<file path="config.mk">
export PLATFORM = sky130hd
export DESIGN_NAME = shape_processor_sfr_bank
export DESIGN_NICKNAME = d
export VERILOG_FILES = /design/src/rtl/shape_processor_sfr_pkg.sv /design/src/rtl/shape_processor_sfr_checker.sv /design/src/rtl/shape_processor_sfr_bank.sv
export SDC_FILE = /design/constraint.sdc
export NUM_CORES = 1
export LEC_CHECK = 0
export ABC_AREA = 1
export CORE_MARGIN = 2
export CORE_UTILIZATION = 45
export CTS_CLUSTER_SIZE = 24
export DETAILED_ROUTE_END_ITERATION = 12
export PLACE_DENSITY = 0.71
export SLEW_MARGIN = 20
export SYNTH_ARGS = -nofsm -noshare
export SYNTH_HDL_FRONTEND = slang
export SYNTH_SLANG_ARGS = --single-unit
</file>
<file path="constraint.sdc">
create_clock -name clk -period 2.8 [get_ports clk]
set_clock_uncertainty 0.2 [all_clocks]
set_input_delay 0.56 -clock clk [delete_from_list [all_inputs] [get_ports clk]]
set_output_delay 0.56 -clock clk [all_outputs]
set_load 0.02 [all_outputs]
</file>
<file path="src/rtl/shape_processor_sfr_pkg.sv">
// Shared field layout, legal limits and state encoding for the shape processor SFR bank.
package shape_processor_sfr_pkg;

  localparam int SHAPE_LSB = 0;
  localparam int SHAPE_W   = 3;
  localparam int OP_LSB    = 4;
  localparam int OP_W      = 3;

  typedef enum logic [SHAPE_W-1:0] {
    SHAPE_NONE   = 3'd0,
    SHAPE_LINE   = 3'd1,
    SHAPE_RECT   = 3'd2,
    SHAPE_CIRCLE = 3'd3,
    SHAPE_POLY   = 3'd4
  } shape_e;

  typedef enum logic [OP_W-1:0] {
    OP_NOP  = 3'd0,
    OP_DRAW = 3'd1,
    OP_FILL = 3'd2
  } op_e;

  localparam logic [SHAPE_W-1:0] SHAPE_MAX = SHAPE_POLY;
  localparam logic [OP_W-1:0]    OP_MAX    = OP_FILL;

  typedef enum logic {
    ST_IDLE = 1'b0,
    ST_COPY = 1'b1
  } state_e;

endpackage

</file>
<file path="src/rtl/shape_processor_sfr_checker.sv">
// Combinational legality check of one control word.
// With SHAPE_PROCESSOR_SFR_LOCK_EN the top bit is a lock flag instead of reserved.
module shape_processor_sfr_checker
  import shape_processor_sfr_pkg::*;
#(
  parameter int DATA_W = 32
) (
  input  logic [DATA_W-1:0] word,
  output logic              legal
);

  logic [DATA_W-1:0]  rsv_mask;
  logic [SHAPE_W-1:0] shape;
  logic [OP_W-1:0]    op;

  always_comb begin
    rsv_mask = '1;
    rsv_mask[SHAPE_LSB +: SHAPE_W] = '0;
    rsv_mask[OP_LSB +: OP_W] = '0;
`ifdef SHAPE_PROCESSOR_SFR_LOCK_EN
    rsv_mask[DATA_W-1] = 1'b0;
`endif
    shape = word[SHAPE_LSB +: SHAPE_W];
    op    = word[OP_LSB +: OP_W];
    legal = (shape <= SHAPE_MAX) && (op <= OP_MAX) && ((word & rsv_mask) == '0);
  end

endmodule

</file>
<file path="src/rtl/shape_processor_sfr_bank.sv">
// Shadow/active control-word bank with a one-channel-per-cycle commit copy.
// Optional lock bit enabled by SHAPE_PROCESSOR_SFR_LOCK_EN.
//
// state   | meaning
// ST_IDLE | waiting for commit; writes and reads serviced
// ST_COPY | copying shadow[k] -> active[k], k = 0..NUM_CH-1; writes rejected
module shape_processor_sfr_bank
  import shape_processor_sfr_pkg::*;
#(
  parameter int NUM_CH = 4,
  parameter int DATA_W = 32,
  localparam int ADDR_W = (NUM_CH > 1) ? $clog2(NUM_CH) : 1
) (
  input  logic                     clk,
  input  logic                     rst,
  input  logic                     write,
  input  logic [ADDR_W-1:0]        addr,
  input  logic [DATA_W-1:0]        write_data,
  input  logic                     read,
  output logic [DATA_W-1:0]        read_data,
  input  logic                     commit,
  output logic                     busy,
  output logic                     error,
  output logic [NUM_CH*DATA_W-1:0] active_ctrl
);

  logic [NUM_CH-1:0][DATA_W-1:0] shadow_q, shadow_d;
  logic [NUM_CH-1:0][DATA_W-1:0] active_q, active_d;
  logic [DATA_W-1:0]             read_data_q, read_data_d;
  logic                          error_q, error_d;
  state_e                        state_q, state_d;
  logic [ADDR_W-1:0]             cnt_q, cnt_d;

  logic              word_legal;
  logic              addr_ok;
  logic              locked;
  logic              wr_ok;
  logic [DATA_W-1:0] act_sel;
  logic [ADDR_W-1:0] copy_ch;

  shape_processor_sfr_checker #(.DATA_W(DATA_W)) u_checker (
    .word  (write_data),
    .legal (word_legal)
  );

  assign busy        = (state_q == ST_COPY);
  assign read_data   = read_data_q;
  assign error       = error_q;
  assign active_ctrl = active_q;

  always_comb begin
    shadow_d    = shadow_q;
    active_d    = active_q;
    read_data_d = read_data_q;
    state_d     = state_q;
    cnt_d       = cnt_q;

    addr_ok = ({1'b0, addr} < (ADDR_W+1)'(NUM_CH));
    act_sel = '0;
    for (int i = 0; i < NUM_CH; i++) begin
      if (addr == ADDR_W'(i)) act_sel = active_q[i];
    end
`ifdef SHAPE_PROCESSOR_SFR_LOCK_EN
    locked = addr_ok & act_sel[DATA_W-1];
`else
    locked = 1'b0;
`endif

    wr_ok   = write & addr_ok & word_legal & ~busy & ~locked;
    // Single error flag merges write and read rejections into one pulse.
    error_d = (write & ~wr_ok) | (read & ~addr_ok);

    if (wr_ok) begin
      for (int i = 0; i < NUM_CH; i++) begin
        if (addr == ADDR_W'(i)) shadow_d[i] = write_data;
      end
    end

    if (read) read_data_d = addr_ok ? act_sel : '0;

    // cnt_q counts remaining channels down; the copied channel ascends from 0.
    copy_ch = ADDR_W'(NUM_CH - 1) - cnt_q;
    case (state_q)
      ST_IDLE: begin
        if (commit) begin
          state_d = ST_COPY;
          cnt_d   = ADDR_W'(NUM_CH - 1);
        end
      end
      ST_COPY: begin
        for (int i = 0; i < NUM_CH; i++) begin
          if (copy_ch == ADDR_W'(i)) active_d[i] = shadow_q[i];
        end
        if (cnt_q == '0) state_d = ST_IDLE;
        else             cnt_d   = cnt_q - ADDR_W'(1);
      end
      default: state_d = ST_IDLE;
    endcase
  end

  always_ff @(posedge clk) begin
    if (rst) begin
      shadow_q    <= '0;
      active_q    <= '0;
      read_data_q <= '0;
      error_q     <= 1'b0;
      state_q     <= ST_IDLE;
      cnt_q       <= '0;
    end else begin
      shadow_q    <= shadow_d;
      active_q    <= active_d;
      read_data_q <= read_data_d;
      error_q     <= error_d;
      state_q     <= state_d;
      cnt_q       <= cnt_d;
    end
  end

endmodule

</file>
# Word-level counts from Yosys, hierarchy flattened
# Index checks and enable logic that the tools add are counted.
# totals
ff_bits,292
in_bits,39
out_inout_bits,162
wordCells,54
# classes
n_addsub,2
order_cmp,2
eq_ne,8
mux,10
bitwise_logic,5
reduce_logical,15
# op_table
op,n
32-bit two-way mux,4
32-bit zero test,1
2-bit AND reduction,9
"2-bit equality test, second input constant",4
2-bit zero test,3
"2-bit by 1-bit equality test with 1-bit output, second input constant",2
2-bit two-way mux,2
"2-bit inequality test, second input constant",2
2-bit case mux with 2 select lines,1
1-bit AND,3
"3-bit by 2-bit <= comparator with 1-bit output, second input constant",1
"3-bit <= comparator, second input constant",1
1-bit logical AND,2
1-bit two-way mux,2
1-bit inverter,2
1-bit case mux with 2 select lines,1
"2-bit by 1-bit subtractor with 2-bit output, second input constant",1
"2-bit subtractor, first input constant",1

# Logic depth before layout (Yosys ltp)
# logic_depth
depth_word,7
ltp_mapped,10

# Hierarchy
# Synthesis repeated with hierarchy kept, for this count alone.
# unflattened
hier_cells,1494
area_unflattened_um2,11078.1
# by_module_without_submodules
mod,instances,cells_per_inst,area_per_inst_um2
shape_processor_sfr_bank,1,1468,10969.3
shape_processor_sfr_checker,1,26,108.9

# Worst setup path after synthesis
# OpenSTA, ideal clock, no wires.
# synth_path
path_kind,input to register
startpoint,input port write_data[6]
endpoint,register shadow_q[68] (netlist bit)
setup_ps,110
arrival_ps,1480
slack_ps,1010
stages,7
cell_sequence,nor2_1 > nand2_1 > nor2_2 > clkbuf_1 > nand4_1 > nand2_1 > nor2_1
# synth_between
elab_chain_cells,6
# synth_lines
element,line_no,rtl
"start, declared",shape_processor_sfr_bank.sv:18,"input logic [DATA_W-1:0] write_data,"
3-bit by 2-bit <= comparator with 1-bit output,shape_processor_sfr_checker.sv:25,legal = (shape <= SHAPE_MAX) && (op <= OP_MAX) && ((word & rsv_mask) == '0);
1-bit logical AND (2 in series),shape_processor_sfr_checker.sv:25,
1-bit AND (2 in series),shape_processor_sfr_bank.sv:69,wr_ok = write & addr_ok & word_legal & ~busy & ~locked;
2-bit AND reduction (no line),n/a,
"end signal, assigned",shape_processor_sfr_bank.sv:110,shadow_q <= shadow_d;
"end, declared",shape_processor_sfr_bank.sv:27,"logic [NUM_CH-1:0][DATA_W-1:0] shadow_q, shadow_d;"
# Every way passes these cells.
# A chain may end at the register's enable or synchronous reset.

# Worst setup path after layout
# layout_path
startpoint,"register state_q, in the netlist busy"
endpoint,output port busy
# layout_lines
element,line_no,rtl
"start, declared",shape_processor_sfr_bank.sv:31,"state_e state_q, state_d;"
"start signal, assigned",shape_processor_sfr_bank.sv:114,state_q <= state_d;
"end, declared",shape_processor_sfr_bank.sv:22,"output logic busy,"
# No word-level cell between the ends.

==> metrics.cfg <==
[run_status]
status=completed

[route]
drt-initial-drc-count=552
firstDrtPassIters=6
vias=9127
drcViolationCount=0
via_per_inst=4.918
ant_nets=0
routed_wl_um=28590
routedWlPerCell_um=15.41

[critical_path]
cp_num_buf_inv=1
reg2reg_depth=7
cp_cell_sequence=clkdlybuf4s50_1
cpPeakStageDelay_ps=650
crit_path_end_kind=primary output
worst_setup_path_start_kind=flop
crit_type=flop to primary output
crit_family=buffers and inverters
r2r_slack_ps=770
cp.arrival_ps=1640
worst-path-max-fanout=7
crit_path_top_delay_cell=clkdlybuf4s50_1
reg2reg_from=cnt_q[0]$_SDFFE_PP0P_
worstPathRequired_ps=2040
rr_endpoint=active_ctrl[34]$_SDFFE_PP0P_

[clocking]
cts_hold_buf=0
cts_resized=0
post_cts_buffers=0
h-tree-depth=1
cts_made_buffers=29
cts_tree=built
clk_path_buf_depth=3
path_clk_slew_ps=60
cts.sink_count=292
clk_latency_ps=540
root_buffer=clkbuf_16

[power_and_ir_drop]
p_total_uw=9143
p_per_area_nw_per_um2=659.5
ir_drop_v=0.0004791
clkPwrFrac_pct=40.4
netSwitchingFraction_pct=24.58
p_switching_uw=2248
p_leak_uw=0.006049
power_frac_seq_pct=48.3
combPwrFrac_pct=11.4
power.internal_uw=6895

[synthesis]
synth_top_area_cell=dfxtp_1
synth_fp_nets=1391
synth_top_area_share_pct=55.50
ys_seq_elements=292
synth_area_leaders=dfxtp_1, o21ai_0, inv_1, nor2_1, nand3_1
avgSynthCellArea_sq_um=7.814
syn-cell-area_sq_um=10530
synthesis.instances=1348
yosys_warnings=0
synth_seq_area_share_pct=55.50
yosysUniqueCellTypes=22

[timing]
rsz0062_at_grt=no
fin_crit_ps=2401
finalWorstSetupSlack_ps=398.8
holdWs_ps=231.3
slew_viol_final=0
final.period_utilization_pct=85.76
tns_ps=0
clock.fmax_mhz=416.5
finalSetupViolCount=0
tightest_slew_ps=465.9
hold_viol=0
slew_headroom_pct=68.90

[floorplanning]
die_area_sq_um=24650
initial_core_util_pct=46.24
boundaryPins=201
core_region_area_sq_um=22780
die_w_um=157.0
die_h_um=157.0
placementRows=55

[finish]
syn2layout_area_growth_pct=31.62
drive_above_1_share_pct=5.638
nets=1565
insertedDiodeCount=0
fillers=2033

[global_route]
antenna_found_initial=0
grt_first_pass_wirelength_um=44330
globalRouteOverflowTotal=0
grt_use_total_pct=22.65
grt_pass1_vias=8566
grt_max_degree=57

[hold_path]
hold_path.class=primary input to flop
whs_endpoint=read_data[8]$_SDFFE_PP0P_
min_from=read
min_path_cells=2

[place]
pre_cts_ws_ps=191.4
dpl.hpwl_um=19920
port_buffers=200
gp_congestion=0.8385

[job]
maxCapViolations=0

cell usage after synthesis:
| cell type | n |
|---|---|
| a21oi_1 | 100 |
| a221oi_1 | 1 |
| a31oi_1 | 21 |
| buf_1 | 10 |
| buf_2 | 9 |
| clkbuf_1 | 72 |
| clkinv_1 | 5 |
| dfxtp_1 | 292 |
| ha_1 | 4 |
| inv_1 | 206 |
| inv_2 | 1 |
| nand2_1 | 114 |
| nand3_1 | 120 |
| nand3_2 | 4 |
| nand4_1 | 20 |
| nor2_1 | 183 |
| nor2_2 | 1 |
| nor2_4 | 1 |
| o21ai_0 | 159 |
| o21ai_1 | 3 |
| o22ai_1 | 21 |
| o31ai_1 | 1 |
layout make-up:
cell class	count	area, sq um	share of cell area (%)
repair buffers	234	2377	17.15
inverters	212	800.8	5.776
clock inverters	8	65.06	0.4693
well taps	313	391.6	2.825
multi-input cells	753	3541	25.54
clock buffers	44	842.1	6.074
flip-flops and latches	292	5846	42.17
metrics by stage:
stage          std cells  util, %  cell area (sq um)
6_report            1856    60.86              13860
5_1_grt             1856    60.86              13860
4_1_cts             1856    60.86              13860
3_5_place_dp        1804    56.88              12960
3_3_place_gp        1804    56.88              12960
2_1_floorplan       1348        -              10530
power groups by stage:
| stage | clock network [uW] | registers (uW) | logic [uW] |
|---|---|---|---|
| CTS | 3760 | 4410 | 1050 |
| global route | 3950 | 4430 | 1130 |
| finish | 3690 | 4410 | 1040 |
| global placement | 0 | 4500 | 1030 |
| floorplan | 0 | 4650 | 380 |
| detailed placement | 0 | 4500 | 1040 |
how the worst max path moves through the flow:
| stage | from | end | slack (ps) | cells past startpoint |
|---|---|---|---|---|
| 2_1_floorplan | write_data[6] | shadow_q[68]$_SDFFE_PP0P_ | 1010 | 7 |
| 3_3_place_gp | write_data[22] | shadow_q[100]$_SDFFE_PP0P_ | 270 | 12 |
| 3_5_place_dp | write_data[22] | shadow_q[97]$_SDFFE_PP0P_ | 190 | 12 |
| 4_1_cts | busy$_SDFF_PP0_ | busy | 390 | 1 |
| 5_1_grt | busy$_SDFF_PP0_ | busy | 320 | 1 |
| 6_report | busy$_SDFF_PP0_ | busy | 400 | 1 |
registers in the layout (all words and copies together), names as in the netlist:
register / cells
shadow_q: 128
cnt_q: 2
active_ctrl: 128
read_data: 32
busy: 1
error: 1
layer usage:
layer / GRT usage, % / wire, um
met1: 27.63 / 12100
met2: 39.93 / 13890
met3: 4.873 / 1863
met4: 6.990 / 737
met5: 0 / 0
layout by cell type (no fill, tap or decap), drive strengths merged:
master	count
dfxtp	292
clkinv	11
o21ai	162
a31oi	21
nand3	124
buf	35
o31ai	1
nand4	20
clkbuf	44
a221oi	1
nor2	185
inv	208
nand2	114
clkdlybuf4s50	199
ha	4
a21oi	100
bufinv	1
o22ai	21
logic make-up after synthesis:
| logic type | synth area share (%) |
|---|---|
| AND/OR/NAND/NOR | 18.02 |
| adder cells (fa/ha/maj) | 0.4752 |
| flip-flops | 55.50 |
| AO/OA/AOI/OAI | 15.10 |
| buffers and inverters | 10.91 |
Power figures use the tool's default switching activity.
